$ cat config.mk
export PLATFORM = sky130hd
export DESIGN_NAME = rv_decode_stage
export DESIGN_NICKNAME = d
export VERILOG_FILES = /design/src/rtl/rv_decode_stage.sv
export SDC_FILE = /design/constraint.sdc
export NUM_CORES = 1
export LEC_CHECK = 0
export ABC_AREA = 1
export BUFFER_PORTS_ARGS = -buffer_cell sky130_fd_sc_hd__clkbuf_2
export CORE_MARGIN = 2
export CORE_UTILIZATION = 56
export CTS_CLUSTER_DIAMETER = 50
export CTS_CLUSTER_SIZE = 30
export DETAILED_ROUTE_END_ITERATION = 12
export MAX_ROUTING_LAYER = met4
export PLACE_DENSITY = 0.9
export SLEW_MARGIN = 25
export SYNTH_ARGS = -nofsm -noshare
export SYNTH_HDL_FRONTEND = slang
export SYNTH_SLANG_ARGS = --single-unit
$ cat constraint.sdc
create_clock -name clk -period 2 [get_ports clk]
set_clock_uncertainty 0.1 [all_clocks]
set_input_delay 0.4 -clock clk [delete_from_list [all_inputs] [get_ports clk]]
set_output_delay 0.4 -clock clk [all_outputs]
set_load 0.02 [all_outputs]
$ cat src/rtl/rv_decode_stage.sv
// RV32I decode stage: combinational field/immediate decode of the accepted word,
// buffered in a two-entry in-order FIFO (head + skid) with a registered in_ready.
module rv_decode_stage #(
  parameter int I_WIDTH  = 32,
  parameter int PC_WIDTH = I_WIDTH
) (
  input  logic                clk,
  input  logic                rst_n,
  input  logic                flush,
  input  logic                in_valid,
  output logic                in_ready,
  input  logic [I_WIDTH-1:0]  in_instr,
  input  logic [PC_WIDTH-1:0] in_pc,
  output logic                out_valid,
  input  logic                out_ready,
  output logic [PC_WIDTH-1:0] out_pc,
  output logic [6:0]          out_opcode,
  output logic [4:0]          out_rd,
  output logic [4:0]          out_rs1,
  output logic [4:0]          out_rs2,
  output logic [2:0]          out_func3,
  output logic [6:0]          out_func7,
  output logic [I_WIDTH-1:0]  out_imm,
  output logic [8:0]          out_class,
  output logic                out_illegal
);

  // state | meaning
  // EMPTY | no decoded record buffered
  // ONE   | head holds the oldest record, skid unused
  // FULL  | head holds the oldest, skid the younger; in_ready low
  typedef enum logic [1:0] {
    EMPTY = 2'd0,
    ONE   = 2'd1,
    FULL  = 2'd2
  } state_e;

  typedef struct packed {
    logic [PC_WIDTH-1:0] pc;
    logic [6:0]          opcode;
    logic [4:0]          rd;
    logic [4:0]          rs1;
    logic [4:0]          rs2;
    logic [2:0]          func3;
    logic [6:0]          func7;
    logic [I_WIDTH-1:0]  imm;
    logic [8:0]          cls;
    logic                illegal;
  } rec_t;

  localparam logic [6:0] OP_LOAD   = 7'b0000011;
  localparam logic [6:0] OP_STORE  = 7'b0100011;
  localparam logic [6:0] OP_ALU_I  = 7'b0010011;
  localparam logic [6:0] OP_ALU_R  = 7'b0110011;
  localparam logic [6:0] OP_BRANCH = 7'b1100011;
  localparam logic [6:0] OP_JAL    = 7'b1101111;
  localparam logic [6:0] OP_JALR   = 7'b1100111;
  localparam logic [6:0] OP_LUI    = 7'b0110111;
  localparam logic [6:0] OP_AUIPC  = 7'b0010111;

  state_e      state_q, state_d;
  rec_t        head_q, head_d;
  rec_t        skid_q, skid_d;
  logic        in_ready_q, in_ready_d;
  rec_t        dec;
  logic [31:0] imm32;
  logic        push;
  logic        pop;

  always_comb begin
    dec         = '0;
    imm32       = '0;
    dec.pc      = in_pc;
    dec.opcode  = in_instr[6:0];
    dec.rd      = in_instr[11:7];
    dec.func3   = in_instr[14:12];
    dec.rs1     = in_instr[19:15];
    dec.rs2     = in_instr[24:20];
    dec.func7   = in_instr[31:25];
    case (in_instr[6:0])
      OP_LOAD: begin
        dec.cls[0] = 1'b1;
        imm32      = {{20{in_instr[31]}}, in_instr[31:20]};
      end
      OP_STORE: begin
        dec.cls[1] = 1'b1;
        imm32      = {{20{in_instr[31]}}, in_instr[31:25], in_instr[11:7]};
      end
      OP_ALU_I: begin
        dec.cls[2] = 1'b1;
        imm32      = {{20{in_instr[31]}}, in_instr[31:20]};
      end
      OP_ALU_R: begin
        dec.cls[3] = 1'b1;
      end
      OP_BRANCH: begin
        dec.cls[4] = 1'b1;
        imm32      = {{19{in_instr[31]}}, in_instr[31], in_instr[7],
                      in_instr[30:25], in_instr[11:8], 1'b0};
      end
      OP_JAL: begin
        dec.cls[5] = 1'b1;
        imm32      = {{11{in_instr[31]}}, in_instr[31], in_instr[19:12],
                      in_instr[20], in_instr[30:21], 1'b0};
      end
      OP_JALR: begin
        dec.cls[6] = 1'b1;
        imm32      = {{20{in_instr[31]}}, in_instr[31:20]};
      end
      OP_LUI: begin
        dec.cls[7] = 1'b1;
        imm32      = {in_instr[31:12], 12'b0};
      end
      OP_AUIPC: begin
        dec.cls[8] = 1'b1;
        imm32      = {in_instr[31:12], 12'b0};
      end
      default: begin
        dec.illegal = 1'b1;
      end
    endcase
    dec.imm = I_WIDTH'($signed(imm32));
  end

  assign push = in_valid & in_ready_q & ~flush;
  assign pop  = (state_q != EMPTY) & out_ready;

  always_comb begin
    state_d = state_q;
    head_d  = head_q;
    skid_d  = skid_q;
    case (state_q)
      EMPTY: begin
        if (push) begin
          head_d  = dec;
          state_d = ONE;
        end
      end
      ONE: begin
        if (push && pop) begin
          head_d = dec;
        end else if (push) begin
          skid_d  = dec;
          state_d = FULL;
        end else if (pop) begin
          state_d = EMPTY;
        end
      end
      FULL: begin
        if (pop) begin
          head_d  = skid_q;
          state_d = ONE;
        end
      end
      default: begin
        state_d = EMPTY;
      end
    endcase
    // A redirect empties the buffer; any in-flight pop has already been taken by execute.
    if (flush) begin
      state_d = EMPTY;
    end
    in_ready_d = (state_d != FULL);
  end

  always_ff @(posedge clk or negedge rst_n) begin
    if (!rst_n) begin
      state_q    <= EMPTY;
      head_q     <= '0;
      skid_q     <= '0;
      in_ready_q <= 1'b0;
    end else begin
      state_q    <= state_d;
      head_q     <= head_d;
      skid_q     <= skid_d;
      in_ready_q <= in_ready_d;
    end
  end

  assign in_ready    = in_ready_q;
  assign out_valid   = (state_q != EMPTY);
  assign out_pc      = head_q.pc;
  assign out_opcode  = head_q.opcode;
  assign out_rd      = head_q.rd;
  assign out_rs1     = head_q.rs1;
  assign out_rs2     = head_q.rs2;
  assign out_func3   = head_q.func3;
  assign out_func7   = head_q.func7;
  assign out_imm     = head_q.imm;
  assign out_class   = head_q.cls;
  assign out_illegal = head_q.illegal;

endmodule

==> results of run 1 <==
## routing by layer
metal,vias to the layer above,share of wire (%),GRT usage [%]
met1,4040,41,37.49
met3,52,8.5,4.955
met4,0,2.9,10.42
met2,390,47,44.95
met5,-,0,-
li1,4139,-,-
## critical path, stage by stage (launching register included)
cell and delay, ns:
dfrtp_1 0.42, inv_2 0.12, nor2_4 0.06, inv_4 0.31
buf_4 0.35, nor2_1 0.09, o31ai_1 0.30
## sequential cells by signal (all words and copies together) (netlist names)
signal and count:
skid_q 106, out_imm 32, out_pc 32, out_class 9, out_func7 7, out_opcode 7
out_rd 5, out_rs1 5, out_rs2 5, out_func3 3, state_q 2, in_ready 1
out_illegal 1
## cells by family (layout without fill, tap and decap cells)
family / after synthesis / after routing / share of synthesized area (%)
buffers and inverters: 106 / 273 / 5.545
and+or+nand+nor: 742 / 742 / 30.38
AOI/OAI and AO/OA: 136 / 136 / 8.109
DFF: 215 / 215 / 55.97
## metrics by stage
stage	instances	hold slack [ns]	power (mW)	instance area, sq um	util [%]
floorplan	1199	0.004409	6.410	9613	-
global placement	1550	0.1970	7.084	10780	64.55
detailed placement	1550	0.1968	7.175	10780	64.55
CTS	1586	0.001021	10.83	11440	68.52
global route	1586	0.003892	11.25	11450	68.54
finish	1586	0.006916	10.77	11450	68.54
## power groups by stage
stage	logic (mW)	clock network, mW	registers (mW)
2_1_floorplan	0.758	0	5.65
4_1_cts	1.82	3.69	5.31
3_5_place_dp	1.79	0	5.39
6_report	1.81	3.64	5.32
5_1_grt	2.01	3.85	5.39
3_3_place_gp	1.73	0	5.36
## layout by cell type (no fill, tap or decap), types with 2 or more instances in the layout
cell,instances
a21oi_1,30
a31oi_1,63
buf_12,14
buf_4,15
clkbuf_16,18
clkbuf_2,175
clkinv_2,2
clkinv_8,4
dfrtp_1,215
dlygate4sd3_1,5
inv_1,25
inv_2,4
inv_4,2
inv_6,3
inv_8,2
nand2_1,552
nand2_2,8
nand3_1,41
nand4_1,14
nor2_1,122
o211ai_1,2
o21ai_0,27
o21ai_1,9
o21ai_2,2
o31ai_1,2
## area by class of cell
cell class,instances,area (sq um)
clock inverter,11,145.1
fill,1284,5254
multi-input combinational,878,3715
timing repair buffer,210,1334
sequential,215,5380
inverter,32,130.1
clock buffer,20,467.9
tap,220,275.3
## repair_timing
item / CTS / global route
buffers inserted: 0 / 0
resized for setup: 0 / 2
setup endpoints to repair: 0 / 2
hold buffers: 5 / 0
endpoints found under the hold margin: 37 / 0
## worst max path at each step
stage	start	endpoint	slack [ns]
2_1_floorplan	in_instr[5]	out_imm[24]	0.44
3_3_place_gp	in_instr[5]	out_imm[10]	0.06
3_5_place_dp	in_instr[1]	out_imm[10]	0.008
4_1_cts	flush	skid_q[56]	0.11
5_1_grt	flush	out_class[6]	0.0008
6_report	state_q[1]	out_opcode[4]	0.14
==> qor.yml, run 1 <==
critical_path:
  worstPathRequired_ns: 2.28
  arrival_ns: 2.14
  endpoint_kind: "flip-flop"
  r2r-start: "state_q[1]"
  startpoint_type: "flip-flop"
  path_max_fanout: 33
  regToRegSetupSlack_ns: 0.14
  regToRegEndpoint: "out_opcode[4]"
  reg2reg_depth: 6
  critical_path_class: "reg2reg"
pwr:
  pwr-share-comb_pct: 16.8
  pwr-share-clk_pct: 33.8
  seqPwrFrac_pct: 49.4
  swShare_pct: 30.27
  peakVddDrop_mv: 0.6602
  p_int_mw: 7.508
  p_per_area_mw_per_mm2: 940.6
  p_sw_mw: 3.259
  leakagePower_nw: 6.358
global_routing:
  grt_first_pass_wirelength_um: 40620
  overflow: 0
  grt_pass1_vias: 8280
  grt_max_degree: 80
  antenna_found_initial: 0
  grt_usage_pct: 28.49
yosys:
  syn_area_per_cell_sq_um: 8.017
  synth_flop_cell: "dfrtp_1"
  ys_top_cells_by_count: "nand2_1, dfrtp_1, nor2_1"
  synth_area_sq_mm: 0.009613
  synth_edf_count: 0
  seq_area_frac_synth_pct: 55.97
  synthDominantCellAreaShare_pct: 55.97
  yosys_register_bits: 215
  synthesis.nets: 1268
  synthCells: 1199
  yosysWarnings: 0
  async_flop_share_pct: 100.0
  yosys-top-cells-area: "dfrtp_1, nand2_1, nor2_1"
  synth_area_leader_cell: "dfrtp_1"
  yosysUniqueCellTypes: 25
  yosysMostFrequentCell: "nand2_1"
min_path:
  hold_path_end: "skid_q[81]"
  min_from: "in_pc[7]"
  hp-class: "in2reg"
  worstHoldPathCells: 3
layout:
  nNetsFinal: 1424
  diodes: 0
  drive_above_1_share_pct: 18.74
  area_growth_pct: 19.08
timing:
  fin_crit_ns: 1.862
  maxSlewHeadroom_pct: 72.70
  rsz0062_at_grt: "false"
  drv_slew: 0
  fmax_ghz: 0.5371
  finalSetupTns_ns: 0
  layout_worst_path_cycle_share_pct: 93.09
  timing_hold_violations_final: 0
  setup_ws_ns: 0.1382
  tightest_slew_ns: 0.4095
  setup_viol: 0
placement:
  dp_hpwl_um: 16570
  gp_congestion: 0.8868
  io_buffer_count: 176
  place_ws_ns: 0.008320
die:
  chipWidth_um: 135.0
  die_y_um: 135.0
  core.rowCount: 47
  core_sq_mm: 0.01670
  dieArea_sq_mm: 0.01823
  initial_core_util_pct: 57.56
  ios: 177
cts:
  cts_root_buffer: "clkbuf_16"
  numClockSinks: 215
  cts_made_buffers: 18
  htreeDepth: 1
  clk_pin_slew_worst_paths_ns: 0.08
  insertion_delay_ns: 0.51
  cts.path.max_buffers: 3
  cts_tree: "done"
detailed_routing:
  avgViaCountPerCell: 5.436
  first_pass_iters: 5
  vias: 8621
  wirelength_um: 25090
  wire_per_inst_um: 15.82
  drtIter0Drc: 778
  drc: 0
  ant_nets: 0
flow_run:
  drv_cap: 0
run_status:
  status: "finished, final reports clean"
No activity file was read; power rests on OpenSTA's default activity.
==> inputs of run 2 (changes only) <==
Settings changed: ABC_AREA 1 to default, CORE_ASPECT_RATIO from default to 0.7, CORE_UTILIZATION 56 to 55, CTS_BUF_LIST from default to sky130_fd_sc_hd__clkbuf_4 sky130_fd_sc_hd__clkbuf_8 sky130_fd_sc_hd__clkbuf_16, PLACE_DENSITY 0.9 to 0.89.
==> qor.yml, run 2 <==
run_status:
  status: "finished, final reports clean"
layout:
  final_cell_mix: "nand2_1, dfrtp_1, clkbuf_2, nor2_1, a31oi_1"
  utilization_pct: 69.45
  area_growth_pct: 22.69
  drive_above_1_share_pct: 23.21
  finalNonFillerCells: 1479
  regMostFlops: "skid_q"
  n_fill_cell: 1276
  seqCellArea_sq_mm: 0.005380
  final_common_cell: "nand2_1"
  diodes: 0
  largest_reg_flops: 106
  stdcell_area_sq_mm: 0.01142
  multi_input_area_sq_mm: 0.003618
  nNetsFinal: 1315
timing:
  layout_worst_path_cycle_share_pct: 99.16
  finalHoldWorstSlack_ns: 0.01664
  timing_hold_violations_final: 0
  rsz0062_at_grt: "true"
  drv_slew: 0
  tightest_slew_ns: 0.5275
  setup_viol: 0
  fin_crit_ns: 1.983
  maxSlewHeadroom_pct: 64.70
  fmax_ghz: 0.5043
die:
  die_y_um: 112.8
  chipWidth_um: 159.5
  core.rowCount: 39
  dieArea_sq_mm: 0.01800
  initial_core_util_pct: 56.61
  core_sq_mm: 0.01644
  ios: 177
yosys:
  yosysWarnings: 0
  yosysMostFrequentCell: "nand2_1"
  synth_top_family_by_area: "simple AND/OR/NAND/NOR gates"
  synth_flop_cell: "dfrtp_1"
  seq_area_frac_synth_pct: 57.80
  yosys-top-cells-area: "dfrtp_1, nand2_1, nor2_1"
  synth_edf_count: 0
  yosysUniqueCellTypes: 43
  synthCells: 1067
  synth_compound_area_share_pct: 11.40
  async_flop_share_pct: 100.0
  synthDominantCellAreaShare_pct: 57.80
  synth_area_sq_mm: 0.009309
  yosys_register_bits: 215
  synth.area.mux_share_pct: 0.2285
  synthesis.nets: 1136
  synthXorXnorAreaFrac_pct: 0
  ys_top_cells_by_count: "nand2_1, dfrtp_1, nor2_1"
  syn_area_per_cell_sq_um: 8.724
  synth_simple_gate_area_share_pct: 26.48
  yosys.area_share.adder_pct: 0
  synth_area_leader_cell: "dfrtp_1"
detailed_routing:
  drc: 0
  vias: 8361
  drtIter0Drc: 874
  wirelength_um: 25020
  first_pass_iters: 8
  wire_per_inst_um: 16.92
  avgViaCountPerCell: 5.653
  ant_nets: 0
global_routing:
  overflow: 0
  antenna_found_initial: 0
  grt_pass1_vias: 7904
  grt_max_degree: 66
  grt_first_pass_wirelength_um: 40900
  grt_usage_pct: 28.77
critical_path:
  arrival_ns: 1.48
  regToRegSetupSlack_ns: 0.05
  endpoint_kind: "output port"
  startpoint_type: "flip-flop"
  critical_path_class: "reg2out"
  worstPathRequired_ns: 1.50
  path_max_fanout: 6
cts:
  cts_made_buffers: 15
  cts_tree: "done"
  numClockSinks: 215
  cts_root_buffer: "clkbuf_16"
  clk_pin_slew_worst_paths_ns: 0.11
  cts.path.max_buffers: 3
  htreeDepth: 1
  insertion_delay_ns: 0.49
placement:
  dp.cells: 1445
  dp_hpwl_um: 16940
  gp_congestion: 0.8729
  postPlaceCellArea_sq_mm: 0.01077
  io_buffer_count: 176
pwr:
  power_mw: 11.70
  p_per_area_mw_per_mm2: 1024
  peakVddDrop_mv: 0.7889
  leakagePower_nw: 5.553
min_path:
  hp-class: "in2reg"
flow_run:
  drv_cap: 0
==> run 2: cell count changes after synthesis, moves of 9 or more <==
cell,previous run,this run
o21ai_1,9,0
inv_1,25,2
buf_4,15,4
nand3_1,41,21
a21oi_1,30,39
nor3_1,0,23
a211oi_1,0,10
a211oi_2,0,10
nand4_1,14,0
nand2_1,553,399
clkbuf_1,17,35
a31oi_1,63,75
==> run 2: what timing repair did <==
item	4_1_cts	5_1_grt
hold buffers	1	0
buffers inserted	0	6
setup endpoints to repair	0	33
gates resized for setup	0	10
hold endpoints to repair	35	0
==> run 2: kinds of logic (layout without fill, tap and decap cells) <==
family,after synthesis,in the layout
buffers and inverters,79,266
AO/OA/AOI/OAI,166,166
flip-flops,215,215
AND/OR/NAND/NOR,605,605
multiplexers,2,2
==> run 2: path summary, 6_finish.rpt <==
path                                to       start  depth (start not counted)
min                        skid_q[100]   in_pc[26]                          3
min in group asynchronous   skid_q[69]       rst_n                          2
max reg2reg                 out_rs2[3]  state_q[1]                          7
max                          out_valid  state_q[1]                          3
max in group asynchronous   skid_q[99]       rst_n                          3
min reg2reg                 skid_q[91]  skid_q[91]                          2
==> run 2: cell type report <==
class	instances	share of cell area, %
Sequential cell	215	47.11
Multi-Input combinational cell	773	31.68
Timing Repair Buffer	239	14.23
Clock buffer	15	3.287
Tap cell	225	2.465
Clock inverter	10	1.161
Inverter	2	0.06573
==> run 2: through the flow <==
stage | setup slack [ns] | TNS [ns]
finish | 0.01687 | 0
global route | -0.04539 | -0.3359
CTS | 0.003337 | 0
detailed placement | -0.1351 | -3.154
global placement | -0.1089 | -1.733
floorplan | 0.02803 | 0
==> run 2: critical path: stages (launching register included) <==
cell and delay, ns:
dfrtp_1 0.38, buf_4 0.16, or2_2 0.30, clkbuf_2 0.16
==> run 2: routing by layer <==
layer	global-route usage, %	vias up	share of wire [%]
met1	41.15	4025	43
met4	6.182	0	1.7
met5	-	-	0
li1	-	3856	-
met3	4.326	34	9.5
met2	44.42	446	46
==> run 2: report_power, final <==
group          leakage (nW)  switching (mW)  total, mW  internal [mW]
logic                  2.70            1.63       2.60          0.972
registers              2.60           0.558       5.83           5.27
clock network         0.247            1.75       3.27           1.52
